--- src/rtl/qcw_burst_sequencer.sv ---
// qcw_burst_sequencer: burst-level initiator for the QCW PLL/oscillator block.
//
// Accepts a fire request in IDLE, pulses pll_start for one clock, programs the PLL
// cycle limit and ramps pll_phase_shift one LSB at a time toward a target as the PLL
// reports finished cycles. Over-current is forwarded as pll_halt. PLL done/fault are
// handled and a holdoff is enforced after every burst end or fault clear.
//
// Parameters:
//   HOLDOFF_CLKS  idle clocks spent in HOLDOFF (must be >= 1)
//   WDOG_CLKS     max clocks between pll_cycle_finished pulses in RUN (watchdog build)
//
// Optional feature macro: QCW_BURST_WDOG_EN enables the RUN-state cycle watchdog
// (fault_code 2). Without it no watchdog logic exists and WDOG_CLKS is only range-checked.
//
// Ports:
//   clk, reset            clock; synchronous active-high reset
//   fire                  burst request, level-sampled in IDLE only
//   burst_cycles[15:0]    cycle limit for the burst, 0 means do not fire
//   ramp_start/end[7:0]   phase-shift command at start / ramp target
//   ramp_div[7:0]         finished cycles per 1-LSB phase step (0 treated as 1)
//   ocp                   over-current flag
//   fault_clear           releases FAULT
//   pll_cycle_finished    PLL per-cycle pulse
//   pll_done, pll_fault   PLL sticky status (stale until the PLL sees the next start)
//   pll_start             one-clock start pulse
//   pll_halt              halt request to the PLL
//   pll_phase_shift[7:0]  current phase command
//   pll_cycle_limit[15:0] latched burst_cycles
//   busy                  high in any state except IDLE
//   fault_code[1:0]       0 none, 1 PLL fault, 2 watchdog, 3 PLL fault with ocp seen
//   burst_count[15:0]     completed (non-fault) bursts, wrapping
module qcw_burst_sequencer #(
    parameter int unsigned HOLDOFF_CLKS = 100000,
    parameter int unsigned WDOG_CLKS    = 4096
) (
    input  logic        clk,
    input  logic        reset,
    input  logic        fire,
    input  logic [15:0] burst_cycles,
    input  logic [7:0]  ramp_start,
    input  logic [7:0]  ramp_end,
    input  logic [7:0]  ramp_div,
    input  logic        ocp,
    input  logic        fault_clear,
    input  logic        pll_cycle_finished,
    input  logic        pll_done,
    input  logic        pll_fault,
    output logic        pll_start,
    output logic        pll_halt,
    output logic [7:0]  pll_phase_shift,
    output logic [15:0] pll_cycle_limit,
    output logic        busy,
    output logic [1:0]  fault_code,
    output logic [15:0] burst_count
);

    localparam int unsigned HoldW = (HOLDOFF_CLKS > 1) ? $clog2(HOLDOFF_CLKS) : 1;
    localparam logic [HoldW-1:0] HoldLast = HoldW'(HOLDOFF_CLKS - 1);

    if (HOLDOFF_CLKS == 0 || WDOG_CLKS == 0) begin : g_bad_cfg
        $error("qcw_burst_sequencer: HOLDOFF_CLKS and WDOG_CLKS must be non-zero");
    end

    typedef enum logic [2:0] {
        StIdle,
        StArm,
        StSettle,
        StRun,
        StHoldoff,
        StFault
    } state_e;

    state_e           state_q, state_d;
    logic             settle_q, settle_d;
    logic [HoldW-1:0] hold_cnt_q, hold_cnt_d;
    logic [7:0]       div_cnt_q, div_cnt_d;
    logic [7:0]       ramp_div_q, ramp_div_d;
    logic [7:0]       ramp_end_q, ramp_end_d;
    logic             ocp_seen_q, ocp_seen_d;
    logic             start_q, start_d;
    logic             halt_q, halt_d;
    logic [7:0]       phase_q, phase_d;
    logic [15:0]      limit_q, limit_d;
    logic             busy_q, busy_d;
    logic [1:0]       fcode_q, fcode_d;
    logic [15:0]      count_q, count_d;
    logic [7:0]       div_last;

`ifdef QCW_BURST_WDOG_EN
    localparam int unsigned WdogW = (WDOG_CLKS > 1) ? $clog2(WDOG_CLKS) : 1;
    localparam logic [WdogW-1:0] WdogLast = WdogW'(WDOG_CLKS - 1);
    logic [WdogW-1:0] wdog_q, wdog_d;
    logic             wdog_hit;
`endif

    // ramp_div of 0 behaves as 1: step on every finished pulse
    assign div_last = (ramp_div_q == 8'd0) ? 8'd0 : ramp_div_q - 8'd1;

`ifdef QCW_BURST_WDOG_EN
    assign wdog_hit = !pll_cycle_finished && (wdog_q == WdogLast);
`endif

    always_comb begin
        state_d    = state_q;
        settle_d   = settle_q;
        hold_cnt_d = hold_cnt_q;
        div_cnt_d  = div_cnt_q;
        ramp_div_d = ramp_div_q;
        ramp_end_d = ramp_end_q;
        ocp_seen_d = ocp_seen_q;
        start_d    = 1'b0;
        halt_d     = halt_q;
        phase_d    = phase_q;
        limit_d    = limit_q;
        fcode_d    = fcode_q;
        count_d    = count_q;
`ifdef QCW_BURST_WDOG_EN
        wdog_d     = wdog_q;
`endif

        unique case (state_q)
            StIdle: begin
                if (fire && burst_cycles != 16'd0) begin
                    limit_d    = burst_cycles;
                    phase_d    = ramp_start;
                    ramp_end_d = ramp_end;
                    ramp_div_d = ramp_div;
                    div_cnt_d  = 8'd0;
                    ocp_seen_d = 1'b0;
                    start_d    = 1'b1;
                    state_d    = StArm;
`ifdef QCW_BURST_WDOG_EN
                    wdog_d     = '0;
`endif
                end
            end

            StArm: begin
                settle_d = 1'b0;
                state_d  = StSettle;
            end

            // Two clocks; PLL done/fault are still stale from the previous burst here.
            StSettle: begin
                if (settle_q) begin
                    state_d = StRun;
`ifdef QCW_BURST_WDOG_EN
                    wdog_d  = '0;
`endif
                end else begin
                    settle_d = 1'b1;
                end
            end

            StRun: begin
                if (pll_cycle_finished) begin
                    if (div_cnt_q == div_last) begin
                        div_cnt_d = 8'd0;
                        if (phase_q < ramp_end_q) begin
                            phase_d = phase_q + 8'd1;
                        end else if (phase_q > ramp_end_q) begin
                            phase_d = phase_q - 8'd1;
                        end
                    end else begin
                        div_cnt_d = div_cnt_q + 8'd1;
                    end
                end
                if (ocp) begin
                    halt_d     = 1'b1;
                    ocp_seen_d = 1'b1;
                end
`ifdef QCW_BURST_WDOG_EN
                wdog_d = pll_cycle_finished ? '0 : wdog_q + 1'b1;
`endif
                // Fault wins over a simultaneous done.
                if (pll_fault) begin
                    fcode_d = (ocp_seen_q || ocp) ? 2'd3 : 2'd1;
                    halt_d  = 1'b0;
                    state_d = StFault;
                end else if (pll_done) begin
                    count_d    = count_q + 16'd1;
                    halt_d     = 1'b0;
                    hold_cnt_d = '0;
                    state_d    = StHoldoff;
                end
`ifdef QCW_BURST_WDOG_EN
                else if (wdog_hit) begin
                    // Halt is held for the transition clock, then dropped in FAULT.
                    fcode_d = 2'd2;
                    halt_d  = 1'b1;
                    state_d = StFault;
                end
`endif
            end

            StHoldoff: begin
                if (hold_cnt_q == HoldLast) begin
                    state_d = StIdle;
                end else begin
                    hold_cnt_d = hold_cnt_q + 1'b1;
                end
            end

            StFault: begin
                halt_d = 1'b0;
                if (fault_clear) begin
                    fcode_d    = 2'd0;
                    hold_cnt_d = '0;
                    state_d    = StHoldoff;
                end
            end

            default: state_d = StIdle;
        endcase

        busy_d = (state_d != StIdle);
    end

    always_ff @(posedge clk) begin
        if (reset) begin
            state_q    <= StIdle;
            settle_q   <= 1'b0;
            hold_cnt_q <= '0;
            div_cnt_q  <= 8'd0;
            ramp_div_q <= 8'd0;
            ramp_end_q <= 8'd0;
            ocp_seen_q <= 1'b0;
            start_q    <= 1'b0;
            halt_q     <= 1'b0;
            phase_q    <= 8'd0;
            limit_q    <= 16'd0;
            busy_q     <= 1'b0;
            fcode_q    <= 2'd0;
            count_q    <= 16'd0;
        end else begin
            state_q    <= state_d;
            settle_q   <= settle_d;
            hold_cnt_q <= hold_cnt_d;
            div_cnt_q  <= div_cnt_d;
            ramp_div_q <= ramp_div_d;
            ramp_end_q <= ramp_end_d;
            ocp_seen_q <= ocp_seen_d;
            start_q    <= start_d;
            halt_q     <= halt_d;
            phase_q    <= phase_d;
            limit_q    <= limit_d;
            busy_q     <= busy_d;
            fcode_q    <= fcode_d;
            count_q    <= count_d;
        end
    end

`ifdef QCW_BURST_WDOG_EN
    always_ff @(posedge clk) begin
        if (reset) begin
            wdog_q <= '0;
        end else begin
            wdog_q <= wdog_d;
        end
    end
`endif

    assign pll_start       = start_q;
    assign pll_halt        = halt_q;
    assign pll_phase_shift = phase_q;
    assign pll_cycle_limit = limit_q;
    assign busy            = busy_q;
    assign fault_code      = fcode_q;
    assign burst_count     = count_q;

endmodule
--- config.mk ---
export PLATFORM = sky130hd
export DESIGN_NAME = qcw_burst_sequencer
export DESIGN_NICKNAME = d
export VERILOG_FILES = /design/src/rtl/qcw_burst_sequencer.sv
export SDC_FILE = /design/constraint.sdc
export NUM_CORES = 1
export LEC_CHECK = 0
export CORE_ASPECT_RATIO = 1.25
export CORE_UTILIZATION = 55
export DETAILED_ROUTE_END_ITERATION = 8
export HOLD_SLACK_MARGIN = 0.06
export PLACE_DENSITY_LB_ADDON = 0.15
export SYNTH_ARGS = -nofsm -noshare
export SYNTH_HDL_FRONTEND = slang
export SYNTH_SLANG_ARGS = --single-unit
--- constraint.sdc ---
create_clock -name clk -period 5.6 [get_ports clk]
set_input_delay 1.12 -clock clk [delete_from_list [all_inputs] [get_ports clk]]
set_output_delay 1.12 -clock clk [all_outputs]
set_load 0.005 [all_outputs]
== Yosys cells after proc, flatten, opt, wreduce, memory -nomap -nowiden ==
Cells that the tools add are included.

* Word-level logic and storage cells: 96
* Register bits after elaboration: 91

* Reduce and logical (&&, ||, !) cells: 19
* Add/subtract/negate cells: 6
* Order comparisons: 2
* Muxes and demuxes: 35
* Bitwise logic cells: 2
* Equal/unequal tests: 18

{| class="wikitable"
|+ Operators with widths
! operator !! count
|-
| $mux W8 || 9
|-
| $mux W17 || 4
|-
| $pmux W17 S3 || 1
|-
| $pmux W8 S2 || 2
|-
| $mux W3 || 6
|-
| $ne A2 B2 Y1 const B || 9
|-
| $pmux W3 S6 || 1
|-
| $add A17 B1 Y17 const B || 1
|-
| $eq A17 B17 Y1 const B || 1
|-
| $add A16 B1 Y16 const B || 1
|-
| $add A8 B1 Y8 const B || 2
|-
| $reduce_bool A16 Y1 || 1
|-
| $sub A8 B1 Y8 const B || 2
|-
| $reduce_and A3 Y1 || 4
|-
| $reduce_and A5 Y1 || 2
|-
| $eq A8 B8 Y1 || 1
|-
| $gt A8 B8 Y1 || 1
|-
| $logic_not A8 Y1 || 1
|-
| $lt A8 B8 Y1 || 1
|-
| $eq A3 B2 Y1 const B || 2
|-
| $eq A3 B3 Y1 const B || 2
|-
| $mux W2 || 3
|-
| $pmux W1 S2 || 3
|-
| $reduce_bool A2 Y1 || 3
|-
| 12 further kinds || 19
|}

== Logic depth before layout (Yosys ltp) ==
Gate-level depths: netlist of run 1.

* Word-level depth: 6
* Depth in mapped cells: 14
* Gate-level depth less buffers: 14

== Worst setup path before layout of run 1 ==
No wires, ideal clock.

* Path type: input to register
* Start point: input burst_cycles[3]
* End point: register limit_q[0] (netlist: pll_cycle_limit[0])
* Buffers on the path: 2
* Stages on the path: 7
* Setup time: 0.128 ns
* Data required time: 5.472 ns
* Path slack: 2.764 ns
* Arrival: 2.709 ns
* Path through: nor4_1 > nand4_1 > nand4b_1 > clkbuf_1 > buf_1 > mux2i_1 > nor2_1

* Cells in the longest elaborated chain, start to end: 3

{| class="wikitable"
|+ RTL lines
! item !! line !! source
|-
| start: declaration || 39 || <nowiki>input logic [15:0] burst_cycles,</nowiki>
|-
| $reduce_bool A16 Y1 || 123 || <nowiki>if (fire && burst_cycles != 16'd0) begin</nowiki>
|-
| $logic_and A1 B1 Y1 || 123 ||
|-
| $reduce_and A2 Y1 (no source line) || - ||
|-
| end signal: assignment || 246 || <nowiki>limit_q <= limit_d;</nowiki>
|-
| end: declaration || 83 || <nowiki>logic [15:0] limit_q, limit_d;</nowiki>
|}

No other way between the ends.
A chain may end at the register's enable or synchronous reset.

== Final worst setup path of run 1 ==
* Start point: input burst_cycles[1]
* End point: register phase_q[0] (netlist: pll_phase_shift[0])

* Cells in the longest elaborated chain, start to end: 4

{| class="wikitable"
|+ RTL lines
! item !! line !! source
|-
| $reduce_bool A16 Y1 || 123 ||
|-
| $logic_and A1 B1 Y1 || 123 ||
|-
| $ne A2 B2 Y1 (no source line) || - ||
|-
| $reduce_and A5 Y1 (no source line) || - ||
|-
| end signal: assignment || 245 || <nowiki>phase_q <= phase_d;</nowiki>
|-
| end: declaration || 82 || <nowiki>logic [7:0] phase_q, phase_d;</nowiki>
|}

No other way between the ends.

==> run_results.csv, run 1 <==
group,metric,value,unit
job,cap_violations,0,
cts,postCtsSetupBuffers,0,
hold_path,min_to,"settle_q$_SDFFE_PP0P_",
cts,clock_latency,0.36,ns
cts,clock_path_buffers,2,
route,drc_errors,0,
setup_path,reg2regPathDepth,14,
synth,synthSimpleGateAreaFrac,0.2352,
synth,ys_seq_area_frac,0.3844,
hold_path,min-delay-start,"settle_q$_SDFFE_PP0P_",
sta,worst_slew_pin_slew,1.165,ns
cells_and_area,fin_area,5891,sq um
floorplanning,dieHeight,105.8,microns
synth,synth_fa_ha_area_frac,0.05438,
setup_path,arrival,3.80,ns
cts,htree_levels,3,
global_routing,grt_pass1_wl,18040,microns
placement,place.gp.congestion,0.8427,
synth,avgSynthCellArea,8.602,sq um
sta,fin_skew,0.007798,ns
sta,rsz0062_at_grt,"false",
power_and_ir_drop,cellPowerDensity,261.2,nW/um^2
route,vias,4178,
cts,clkTransAtPathRegs,0.09,ns
placement,dp_hpwl,8116,microns
cells_and_area,num_antenna_cells,0,
synth,synth_area,4740,sq um
floorplanning,core,8287,sq um
cells_and_area,fillers,666,
global_routing,track_usage,0.2500,
hold_path,holdPathStages,2,
setup_path,r2r-end,"pll_phase_shift[7]$_SDFFE_PP0P_",
setup_path,path_cells,"clkdlybuf4s50_1 > nor4_1 > nand4_1 > nand4b_1 > and2_1 > a21oi_1 > nand2_1 > a221oi_2",
synth,synthTopCellsByArea,"dfxtp_1 38%, mux2i_1 7.2%, nor2_1 6.7%",
sta,setup_viol,0,
sta,maxSlewViolCount,0,
setup_path,critPathCaptureType,"flop",
placement,dpl_cell_area,5712,sq um
power_and_ir_drop,leakagePower,2.316,nW
synth,yosys-top-cells-count,"91 x dfxtp_1, 85 x nor2_1, 37 x nand2_1",
sta,finalCritPeriodShare,0.6288,
synth,yosys_warnings,0,
power_and_ir_drop,total_power,1.539,mW
setup_path,crit_path_max_fanout,12,
floorplanning,initial_utilization,0.5719,
sta,setup_ws,2.079,ns
synth,yosysMostFrequentCell,"dfxtp_1",
power_and_ir_drop,peakVddDrop,0.1833,mV
global_routing,grt_antenna_before_repair,0,
setup_path,cp-start-kind,"primary input",
cells_and_area,fin_nets,702,
synth,synthMuxAreaShare,0.07656,
run_status,status,"complete, no violations",
synth,ys.flop_type,"dfxtp_1",
cells_and_area,drive_gt1_frac,0.05164,
synth,yosysTopAreaCellShare,0.3844,
route,postRouteAntennaNets,0,
sta,hold_violations,0,
floorplanning,dieArea,8995,sq um
setup_path,ff2ff_setup_slack,2.33,ns
sta,max-slew-margin-rel,0.2217,
cts,holdBufCountCts,0,
synth,syn_inst,551,
synth,synth_xor_area_frac,0.07946,
setup_path,r2r-start,"pll_phase_shift[0]$_SDFFE_PP0P_",
route,first_pass_iters,4,
sta,fin_crit,3.521,ns
synth,async_reset_ff_frac,0,
floorplanning,die_width,85.03,microns
global_routing,grt_pass1_vias,4062,
synth,synth_top_family_by_area,"simple AND/OR/NAND/NOR gates",
cts,clock_sinks,91,
setup_path,critPathKind,"in -> reg",
global_routing,grt_max_degree,48,
setup_path,crit_path_max_incr_delay,0.58,ns
cells_and_area,syn_to_final_growth,24.29,%
cts,cts_tree,"yes",
route,post_drt_wl_per_cell,14.69,microns
setup_path,worst_ep_required_time,5.88,ns
route,routed_wirelength,10810,microns
synth,synth_top_cell_by_area,"dfxtp_1",
global_routing,gr-total-overflow,0,
cts,cts-resized-gates,0,
floorplanning,io_pins,93,
hold_path,min_path_type,"reg -> reg",
synth,synth_edf_count,0,
synth,ys_types,61,
sta,tns,0,ns
placement,port_buffers,92,
cts,cts_root_buf,"clkbuf_8",
placement,place_ws,1.692,ns
synth,synth_compound_area_frac,0.1349,
cts,cts_buffers,9,
floorplanning,fp-row-count,37,
sta,max_freq,284.0,MHz
synth,ys_ff_latch,91,
setup_path,cp_slowest_cell,"nand4b_1",
route,drt_iter0_drc,250,
synth,synth_nets,619,
route,vias_per_cell,5.677,
-- critical path: cells and delay by family --
| family | cells | cell delay (ns) |
|---|---|---|
| AO/OA/AOI/OAI | 2 | 0.79 |
| AND/OR/NAND/NOR | 5 | 1.39 |
| buffers and inverters | 1 | 0.49 |
-- worst max path at each step --
stage                               start                              end  slack (ns)  cells after the start
final                     burst_cycles[1]  pll_phase_shift[0]$_SDFFE_PP0P_        2.08                      8
after floorplan           burst_cycles[3]  pll_cycle_limit[0]$_SDFFE_PP0P_        2.76                      7
after global placement    burst_cycles[1]  pll_phase_shift[0]$_SDFFE_PP0P_        1.83                      8
after detailed placement  burst_cycles[1]  pll_phase_shift[0]$_SDFFE_PP0P_        1.69                      8
after global routing      burst_cycles[1]  pll_phase_shift[0]$_SDFFE_PP0P_        1.87                      8
after CTS                 burst_cycles[1]  pll_phase_shift[0]$_SDFFE_PP0P_        2.09                      8
-- area by class of cell --
type | instances | area [sq um] | area share
clock buffer | 11 | 141.4 | 0.02400
clock inverter | 5 | 37.54 | 0.006372
inverter | 21 | 78.83 | 0.01338
multi-input combinational | 416 | 2751 | 0.4671
sequential | 91 | 1822 | 0.3093
tap | 97 | 121.4 | 0.02060
timing repair buffer | 95 | 938.4 | 0.1593
-- kinds of logic (layout without fill, tap and decap cells) --
family / Yosys count / in the layout
buf+inv: 44 / 132
mux: 36 / 36
flops: 91 / 91
compound gates: 92 / 92
fa+ha+maj: 20 / 20
simple gates: 225 / 225
xor+xnor: 43 / 43
-- per-stage QoR --
stage                     hold WS, ns  std cells  utilization
after floorplan                0.4601        551            -
after global placement         0.4690        720       0.6893
after detailed placement       0.4843        720       0.6893
after CTS                      0.4968        736       0.7109
after global routing           0.5241        736       0.7109
final                          0.4959        736       0.7109
-- report_power, final --
part	total [mW]	switching [mW]	internal [mW]
registers	0.718	0.0381	0.680
clock network	0.405	0.230	0.175
logic	0.415	0.207	0.208
total	1.54	0.476	1.06
-- flip-flops by register name, indices dropped and copies added (netlist names) --
signal           cells
state_q              3
pll_phase_shift      8
settle_q             1
pll_start            1
pll_cycle_limit     16
ocp_seen_q           1
ramp_div_q           8
fault_code           2
busy                 1
div_cnt_q            8
burst_count         16
ramp_end_q           8
pll_halt             1
hold_cnt_q          17
-- cells in the final DEF, fill, tap and decap left out, types with 5 or more instances in the layout --
| cell | netlist | final |
|---|---|---|
| or3_1 | 10 | 10 |
| xnor2_1 | 22 | 22 |
| nand3_1 | 17 | 17 |
| nand4_1 | 10 | 10 |
| xor2_1 | 21 | 21 |
| and3_1 | 6 | 6 |
| clkdlybuf4s50_1 | 0 | 91 |
| inv_1 | 21 | 21 |
| nand2b_1 | 8 | 8 |
| ha_1 | 19 | 19 |
| nand2_1 | 37 | 37 |
| a211oi_1 | 5 | 5 |
| clkbuf_8 | 0 | 10 |
| nor3_1 | 11 | 11 |
| a21oi_1 | 31 | 31 |
| mux2i_1 | 34 | 34 |
| o21ai_0 | 16 | 16 |
| nor2_1 | 85 | 85 |
| nor4_1 | 10 | 10 |
| dfxtp_1 | 91 | 91 |
-- per-layer routing --
metal / vias to the layer above / part of all wire / global-route usage
met4: 0 / 0.018 / 0.09927
met1: 1959 / 0.42 / 0.2782
met3: 14 / 0.057 / 0.07909
met2: 94 / 0.51 / 0.4384
li1: 2111 / - / -
met5: - / 0 / 0
Power figures use the tool's default switching activity.
==> inputs of run 2 (changes only) <==
- CORE_UTILIZATION: 55 -> 47
- clock period: 5.6 -> 3.1 ns (I/O delays scaled with it)
==> run 2 against run 1 <==
Effect of this change:
- register-to-register slack got worse by 2.1 ns
- cell area increased by 5.0%
- sequential share of layout area is 1.4 points lower
- critical path depth is 1 higher
- sequential cell count unchanged
- largest cell class unchanged
- sequential power is 78% higher
- clock-buffer cell count decreased by 1
- die area is 17% higher
- total power up 110%
- setup slack lost 1.9 ns
==> run_results.csv, run 2 (synthesized netlist as in run 1, its figures left out) <==
group,metric,value,unit
cells_and_area,final_common_cell,"clkdlybuf4s50_1",
job,cap_violations,0,
cells_and_area,fin_area,6187,sq um
global_routing,grt_max_degree,33,
cts,htree_levels,3,
setup_path,worst_ep_required_time,3.30,ns
sta,worst_slew_pin_slew,0.7016,ns
sta,fin_crit,2.880,ns
sta,maxSlewViolCount,0,
cells_and_area,drive_gt1_frac,0.08000,
route,postRouteAntennaNets,0,
global_routing,gr-total-overflow,0,
setup_path,crit_path_max_fanout,5,
cts,cts_root_buf,"clkbuf_16",
global_routing,track_usage,0.2292,
floorplanning,dieArea,10490,sq um
route,drc_errors,0,
cells_and_area,post-route-util,0.6372,
sta,finalCritPeriodShare,0.9290,
sta,max-slew-margin-rel,0.5323,
cells_and_area,multiInputGateArea,2775,sq um
cts,clock_latency,0.34,ns
floorplanning,io_pins,93,
placement,port_buffers,92,
cts,holdBufCountCts,0,
floorplanning,dieHeight,114.3,microns
setup_path,critPathKind,"reg -> reg",
placement,dp_hpwl,8343,microns
cells_and_area,fin_nets,715,
route,first_pass_iters,4,
global_routing,grt_antenna_before_repair,0,
floorplanning,fp-row-count,40,
route,vias_per_cell,5.383,
power_and_ir_drop,peakVddDrop,0.3162,mV
route,drt_iter0_drc,161,
global_routing,grt_pass1_vias,4132,
sta,tns,0,ns
cells_and_area,syn_to_final_growth,30.54,%
cts,clock_path_buffers,2,
route,routed_wirelength,11280,microns
cts,clkTransAtPathRegs,0.06,ns
hold_path,min_path_type,"reg -> reg",
cells_and_area,ff_latch_area,1824,sq um
power_and_ir_drop,leakagePower,2.454,nW
cells_and_area,top_register,"hold_cnt_q",
power_and_ir_drop,total_power,3.267,mW
cells_and_area,final_cell_mix,"91 x clkdlybuf4s50_1, 89 x dfxtp_1, 85 x nor2_1, 37 x nand2_1, 34 x mux2i_1",
placement,dpl_cell_area,5846,sq um
placement,place.gp.congestion,0.8526,
floorplanning,initial_utilization,0.4881,
global_routing,grt_pass1_wl,19340,microns
cts,cts_tree,"yes",
cts,postCtsSetupBuffers,0,
cts,cts_buffers,9,
run_status,status,"complete, no violations",
setup_path,cp-start-kind,"flop",
cells_and_area,fillers,813,
cells_and_area,num_antenna_cells,0,
route,vias,4177,
setup_path,critPathCaptureType,"flop",
cts,clock_sinks,91,
floorplanning,core,9709,sq um
sta,max_freq,347.2,MHz
setup_path,arrival,3.08,ns
sta,rsz0062_at_grt,"false",
route,post_drt_wl_per_cell,14.53,microns
cells_and_area,largest_reg_flops,17,
sta,fin_skew,0.005780,ns
sta,setup_viol,0,
floorplanning,die_width,91.82,microns
power_and_ir_drop,cellPowerDensity,528.1,nW/um^2
sta,hold_violations,0,
## run 2: worst max-delay path, cell delays in order, from the launching register on
cell,delay [ns]
dfxtp_1,0.35
inv_1,0.07
ha_1,0.24
or3b_2,0.52
or2_1,0.26
or3_1,0.32
a32oi_2,0.24
a31oi_1,0.21
a2111oi_1,0.42
nor3_1,0.11
## run 2: layout make-up
class / count / share of cell area
sequential: 91 / 0.2948
multi-input combinational: 416 / 0.4485
timing repair buffer: 108 / 0.1674
clock inverter: 4 / 0.01234
clock buffer: 10 / 0.03862
tap: 126 / 0.02548
inverter: 21 / 0.01274
## run 2: power breakdown
part | internal, mW | total [mW] | switching [mW]
Combinational | 0.409 | 0.826 | 0.417
Clock | 0.720 | 1.16 | 0.436
Sequential | 1.23 | 1.28 | 0.0536
## run 2: per-layer routing
metal	routed length (microns)	GRT usage
met5	0	0
met4	164	0.07604
met3	605	0.07304
met2	5616	0.3955
met1	4891	0.2693
## run 2: per-stage QoR
| stage | setup WS, ns | cells | hold WS (ns) |
|---|---|---|---|
| after floorplan | 0.2923 | 551 | 0.4601 |
| after global placement | 0.1010 | 762 | 0.4740 |
| after detailed placement | 0.04577 | 762 | 0.4871 |
| after CTS | 0.002433 | 776 | 0.4991 |
| after global routing | 0.002484 | 776 | 0.5310 |
| final | 0.2202 | 776 | 0.4945 |
## run 2: repair_timing
action,in CTS,in global routing
gates resized for setup,0,11
setup endpoints to repair,0,4
hold endpoints to repair,0,0
## run 2: worst paths after layout
check                             startpoint                               to  slack, ns  cells after the start
hold reg to reg   fault_code[0]$_SDFFE_PP0P_       fault_code[0]$_SDFFE_PP0P_       0.49                      2
setup / recovery  ramp_div_q[0]$_SDFFE_PP0P_  pll_phase_shift[5]$_SDFFE_PP0P_       0.22                      9
hold / removal    fault_code[0]$_SDFFE_PP0P_       fault_code[0]$_SDFFE_PP0P_       0.49                      2
setup reg to reg  ramp_div_q[0]$_SDFFE_PP0P_  pll_phase_shift[5]$_SDFFE_PP0P_       0.22                      9
